## src/rtl/dcache_qspi_seq.sv

```systemverilog
// dcache_qspi_seq: data-cache miss sequencer, dirty write-back then line fill over QSPI PSRAM
module dcache_qspi_seq #(
  parameter int LINE_LENGTH = 4,
  parameter int PA = 22,
  parameter int WAIT_CYCLES = 6,
  parameter int CS_GAP = 2,
  parameter logic [7:0] CMD_READ = 8'hEB,
  parameter logic [7:0] CMD_WRITE = 8'h38
) (
  input  logic clk,
  input  logic reset,
  input  logic mem_op,
  input  logic fault,
  input  logic hit,
  input  logic push,
  input  logic [PA-$clog2(LINE_LENGTH)-1:0] tag,
  input  logic [PA-$clog2(LINE_LENGTH)-1:0] victim_tag,
  input  logic [3:0] dwrite,
  output logic [3:0] dread,
  output logic wstrobe_d,
  output logic rstrobe_d,
  output logic stall,
  output logic done,
  output logic spi_cs_n,
  output logic spi_sck_en,
  output logic spi_oe,
  output logic [3:0] spi_io_out,
  input  logic [3:0] spi_io_in
);
  localparam int LB = $clog2(LINE_LENGTH);
  // WB_* and RD_* phases are consecutive so a phase advances by incrementing the state
  typedef enum logic [3:0] {
    IDLE, WB_CMD, WB_ADDR, WB_DATA, WB_GAP, RD_CMD, RD_ADDR, RD_WAIT, RD_DATA, DONE
  } state_t;
  state_t state, nxt;
  logic [7:0] cnt, len;
  logic [PA-LB-1:0] tag_q, victim_q;
  logic [23:0] addr, addr_sh;
  logic miss, last, active, drive;
  always_comb begin
    miss = mem_op & !hit & !fault;
    len = (state == WB_CMD || state == RD_CMD) ? 8'd2 :
          (state == WB_ADDR || state == RD_ADDR) ? 8'd6 :
          (state == WB_DATA || state == RD_DATA) ? 8'(2 * LINE_LENGTH) :
          state == RD_WAIT ? 8'(WAIT_CYCLES) : 8'(CS_GAP);
    last = cnt == len - 8'd1;
    nxt = state == IDLE ? (miss ? (push ? WB_CMD : RD_CMD) : IDLE) :
          !last ? state :
          state == WB_GAP ? RD_CMD :
          state == DONE ? IDLE : state_t'(state + 4'd1);
    active = nxt inside {WB_CMD, WB_ADDR, WB_DATA, RD_CMD, RD_ADDR, RD_WAIT, RD_DATA};
    drive = nxt inside {WB_CMD, WB_ADDR, WB_DATA, RD_CMD, RD_ADDR};
    addr = 24'({state == WB_ADDR ? victim_q : tag_q, {LB{1'b0}}});
    addr_sh = addr << {cnt[2:0], 2'b00};
    spi_io_out = state == WB_CMD ? (cnt[0] ? CMD_WRITE[3:0] : CMD_WRITE[7:4]) :
                 state == RD_CMD ? (cnt[0] ? CMD_READ[3:0] : CMD_READ[7:4]) :
                 (state == WB_ADDR || state == RD_ADDR) ? addr_sh[23:20] :
                 state == WB_DATA ? dwrite : 4'h0;
    rstrobe_d = state == WB_DATA;
    done = state == DONE && last;
    stall = state != IDLE || miss;
  end
  always_ff @(posedge clk) begin
    if (reset) begin
      state <= IDLE;
      cnt <= 8'd0;
      tag_q <= '0;
      victim_q <= '0;
      spi_cs_n <= 1'b1;
      spi_sck_en <= 1'b0;
      spi_oe <= 1'b0;
      wstrobe_d <= 1'b0;
      dread <= 4'h0;
    end else begin
      state <= nxt;
      cnt <= (state == IDLE || last) ? 8'd0 : cnt + 8'd1;
      if (state == IDLE && miss) begin
        tag_q <= tag;
        victim_q <= victim_tag;
      end
      spi_cs_n <= !active;
      spi_sck_en <= active;
      spi_oe <= drive;
      wstrobe_d <= state == RD_DATA;
      if (state == RD_DATA) dread <= spi_io_in;
    end
  end
endmodule

```

## config.mk

```make
export PLATFORM = sky130hd
export DESIGN_NAME = dcache_qspi_seq
export DESIGN_NICKNAME = d
export VERILOG_FILES = /design/src/rtl/dcache_qspi_seq.sv
export SDC_FILE = /design/constraint.sdc
export NUM_CORES = 1
export LEC_CHECK = 0
export ABC_AREA = 1
export BUFFER_PORTS_ARGS = -buffer_cell sky130_fd_sc_hd__buf_2
export CAP_MARGIN = 20
export CORE_UTILIZATION = 60
export CTS_BUF_LIST = sky130_fd_sc_hd__clkbuf_4 sky130_fd_sc_hd__clkbuf_8
export DETAILED_ROUTE_END_ITERATION = 6
export MAX_ROUTING_LAYER = met4
export PLACE_DENSITY_LB_ADDON = 0.3
export SKIP_LAST_GASP = 1
export SYNTH_ARGS = -nofsm -noshare
export SYNTH_HDL_FRONTEND = slang
export SYNTH_SLANG_ARGS = --single-unit
```

## constraint.sdc

```tcl
create_clock -name clk -period 7.4 [get_ports clk]
set_clock_uncertainty 0.15 [all_clocks]
set_input_delay 1.11 -clock clk [delete_from_list [all_inputs] [get_ports clk]]
set_output_delay 1.11 -clock clk [all_outputs]
set_load 0.05 [all_outputs]
```

==> impl_metrics.sql <==
INSERT INTO impl_metrics (metric_group, metric, value, unit) VALUES
('grt', 'grt_pass1_wl', '11880', 'microns'),
('clock_tree', 'h-tree-depth', '3', ''),
('floorplanning', 'top_level_ports', '69', ''),
('clock_tree', 'clock_sink_count', '60', ''),
('route', 'route.antenna.remaining_nets', '0', ''),
('finish', 'seq_area', '1201', 'sq um'),
('route', 'first_iter_violations', '206', ''),
('logic_synthesis', 'synth-seq-cells', '60', ''),
('clock_tree', 'cts_inserted_buffers', '9', ''),
('logic_synthesis', 'synth_fp_nets', '492', ''),
('logic_synthesis', 'synth_top_flop_cell', 'sky130_fd_sc_hd__dfxtp_1', ''),
('timing', 'timing.setup.tns', '0', 'ns'),
('critical_path', 'critPathArrivalTime', '2.57', 'ns'),
('logic_synthesis', 'yosysMostFrequentCell', 'sky130_fd_sc_hd__nor2_1', ''),
('grt', 'grt_remaining_overflow', '0', ''),
('status', 'status', 'finished, final reports clean', ''),
('logic_synthesis', 'distinct_cell_type_count_of_the_synthesized_netlist', '30', ''),
('timing', 'setup-violations-final', '0', ''),
('logic_synthesis', 'post_synth_inst_count', '435', ''),
('route', 'detail_route.drc_violations', '0', ''),
('timing', 'report.final.hold_viol_count', '0', ''),
('timing', 'unrepaired_setup_endpoints_after_global_routing', 'no', ''),
('run', 'max_cap_viol_count', '0', ''),
('grt', 'vias_in_the_first_global_route', '2684', ''),
('finish', 'fin_nets', '552', ''),
('clock_tree', 'clk_path_buf_depth', '2', ''),
('timing', 'final-max-slew-violation-count', '0', ''),
('timing', 'maxClockFrequency', '261.2', 'MHz'),
('route', 'drt-total-wl', '7196', 'microns'),
('placement', 'gp_routability_congestion', '0.8826', ''),
('timing', 'fin_crit', '3.828', 'ns'),
('timing', 'final.hold.worst_slack', '0.3129', 'ns'),
('grt', 'maximum_number_of_pins_on_one_net_before_global_route_repair', '52', ''),
('power', 'power.static_leakage', '1.681', 'nW'),
('finish', 'final_layout_size_suffix_gt1_share', '22.60', '%'),
('critical_path', 'cp-end-kind', 'output pin', ''),
('critical_path', 'crit_path_start', 'state[0]$_SDFF_PP0_', ''),
('critical_path', 'timing_worst_setup_path_type', 'reg -> out', ''),
('logic_synthesis', 'avgSynthCellArea', '6.854', 'sq um'),
('clock_tree', 'clkLatencyLatePin', '0.33', 'ns'),
('finish', 'multi_input_area', '1550', 'sq um'),
('power', 'power.density_cell_area', '203.7', 'nW/um^2'),
('finish', 'areaGrowthSynthToFinish', '19.51', '%'),
('grt', 'grt_util_all_layers', '30.36', '%'),
('placement', 'detailed_place_hpwl', '4857', 'microns'),
('logic_synthesis', 'synth_async_sr_flop_share', '0', '%'),
('timing', 'worst_slew_pin_slew', '0.7441', 'ns'),
('floorplanning', 'initial_utilization', '62.71', '%'),
('clock_tree', 'cts-resized-gates', '0', ''),
('logic_synthesis', 'ys_warn_count', '0', ''),
('clock_tree', 'clock-root-buffer', 'sky130_fd_sc_hd__clkbuf_8', ''),
('clock_tree', 'path_clk_slew', '0.06', 'ns'),
('clock_tree', 'cts-hold-fix-buffers', '0', ''),
('clock_tree', 'tritoncts', 'built', ''),
('logic_synthesis', 'post-synth-top-area-cell', 'sky130_fd_sc_hd__dfxtp_1', ''),
('timing', 'timing.final.crit_share', '51.73', '%'),
('route', 'routed_via_density', '5.259', ''),
('floorplanning', 'dieArea', '5256', 'sq um'),
('power', 'peakVddDrop', '0.1623', 'mV'),
('logic_synthesis', 'synth-seq-area-share', '40.29', '%'),
('placement', 'io_buffers', '68', ''),
('route', 'detailedRoute.firstPassIterationCount', '5', ''),
('worst_hold_path', 'hold_path_start', 'tag_q[6]$_SDFFE_PP0P_', ''),
('logic_synthesis', 'yosys-top-cells-count', '114 x sky130_fd_sc_hd__nor2_1, 60 x sky130_fd_sc_hd__dfxtp_1, 60 x sky130_fd_sc_hd__nand2_1, 55 x sky130_fd_sc_hd__o21ai_0, 32 x sky130_fd_sc_hd__inv_1', ''),
('route', 'drt-wirelength-per-cell', '12.69', 'microns'),
('critical_path', 'critical_path.startpoint_type', 'register', ''),
('timing', 'relSlewSlack', '50.32', '%'),
('critical_path', 'r2r_slack', '4.61', 'ns'),
('finish', 'n_antenna_cell', '0', ''),
('critical_path', 'worstPathMaxFanout', '7', ''),
('logic_synthesis', 'netlist_area', '2982', 'sq um');
## flip-flops by register name (all words and copies together), names as in the netlist
| signal | cells |
|---|---|
| spi_oe | 1 |
| spi_cs_n | 1 |
| state | 4 |
| cnt | 8 |
| victim_q | 20 |
| dread | 4 |
| tag_q | 20 |
| wstrobe_d | 1 |
| spi_sck_en | 1 |
## final timing paths
| kind | cells past startpoint | to |
|---|---|---|
| max | 14 | done |
| min | 2 | tag_q[6]$_SDFFE_PP0P_ |
| max reg2reg | 18 | spi_cs_n$_SDFF_PP1_ |
| min reg2reg | 2 | tag_q[6]$_SDFFE_PP0P_ |
## layer usage
| layer | up-vias | routed length, microns | track usage (%) |
|---|---|---|---|
| met5 | - | 0 | - |
| met4 | 0 | 122 | 13.07 |
| met3 | 13 | 468 | 4.306 |
| met2 | 114 | 3458 | 48.70 |
| met1 | 1340 | 3147 | 38.27 |
| li1 | 1515 | - | - |
## critical path, stage by stage, from the launching register on
cell and delay (ns):
sky130_fd_sc_hd__dfxtp_1 0.40, sky130_fd_sc_hd__inv_1 0.11, sky130_fd_sc_hd__nand2_1 0.12, sky130_fd_sc_hd__nor2_1 0.25
sky130_fd_sc_hd__inv_1 0.11, sky130_fd_sc_hd__nand2_1 0.09, sky130_fd_sc_hd__inv_1 0.04, sky130_fd_sc_hd__ha_1 0.29
sky130_fd_sc_hd__nor2_1 0.06, sky130_fd_sc_hd__nor2_1 0.08, sky130_fd_sc_hd__nand2_1 0.08, sky130_fd_sc_hd__nor2_4 0.18
sky130_fd_sc_hd__nand3_1 0.09, sky130_fd_sc_hd__nor2_1 0.08, sky130_fd_sc_hd__buf_2 0.26
## placed cells by master, fill, tap and decap left out
master,count
sky130_fd_sc_hd__or2_1,1
sky130_fd_sc_hd__inv_2,5
sky130_fd_sc_hd__nor3b_1,2
sky130_fd_sc_hd__nor2_1,114
sky130_fd_sc_hd__or2_2,2
sky130_fd_sc_hd__o21ai_0,55
sky130_fd_sc_hd__nor3_1,3
sky130_fd_sc_hd__nand3_1,22
sky130_fd_sc_hd__nand3_2,5
sky130_fd_sc_hd__dfxtp_1,60
sky130_fd_sc_hd__o21ai_1,1
sky130_fd_sc_hd__nand2_4,4
sky130_fd_sc_hd__clkinvlp_4,1
sky130_fd_sc_hd__o21bai_1,1
sky130_fd_sc_hd__nand4_1,7
sky130_fd_sc_hd__a31oi_1,2
sky130_fd_sc_hd__a21oi_1,15
sky130_fd_sc_hd__ha_1,3
sky130_fd_sc_hd__xor2_1,3
sky130_fd_sc_hd__o211ai_1,5
sky130_fd_sc_hd__nor2_2,1
sky130_fd_sc_hd__nand2_1,60
sky130_fd_sc_hd__inv_1,32
sky130_fd_sc_hd__nand2_2,4
sky130_fd_sc_hd__clkinv_2,1
sky130_fd_sc_hd__buf_16,1
sky130_fd_sc_hd__buf_2,68
sky130_fd_sc_hd__or2_0,1
sky130_fd_sc_hd__clkbuf_8,13
sky130_fd_sc_hd__nor2_4,6
sky130_fd_sc_hd__bufinv_16,1
sky130_fd_sc_hd__nand3_4,1
## kinds of logic after synthesis
kind of cell    count (synthesis)  synth area share (%)
flops                          60                 40.29
simple gates                  233                 36.01
xor+xnor                        3                0.8814
buf+inv                        57                 7.722
fa+ha+maj                       3                 1.259
compound gates                 79                 13.85
## where the power goes
part | switching, mW | total, mW | leakage, nW | internal [mW]
combinational | 0.0387 | 0.0639 | 1.08 | 0.0252
clock | 0.127 | 0.319 | 0.112 | 0.192
sequential | 0.00715 | 0.343 | 0.489 | 0.336
total | 0.173 | 0.726 | 1.68 | 0.553
## stage by stage
stage / power (mW) / cell area (sq um) / instances / setup WS, ns / utilization [%]
3_5_place_dp: 0.4112 / 3314 / 550 / 3.958 / 69.71
6_report: 0.7258 / 3563 / 567 / 3.572 / 74.95
5_1_grt: 0.7579 / 3563 / 567 / 3.321 / 74.95
3_3_place_gp: 0.4098 / 3314 / 550 / 4.039 / 69.71
4_1_cts: 0.7289 / 3536 / 566 / 3.584 / 74.37
2_1_floorplan: 0.3883 / 2982 / 435 / 3.824 / -
## final cells by class
type	instances	share of cell area (%)
clock buffers	13	5.021
clock inverters	3	1.194
inverters	37	3.897
multi-input cells	318	43.50
flip-flops and latches	60	33.71
well taps	67	2.353
repair buffers	69	10.32
Power figures use the tool's default switching activity.
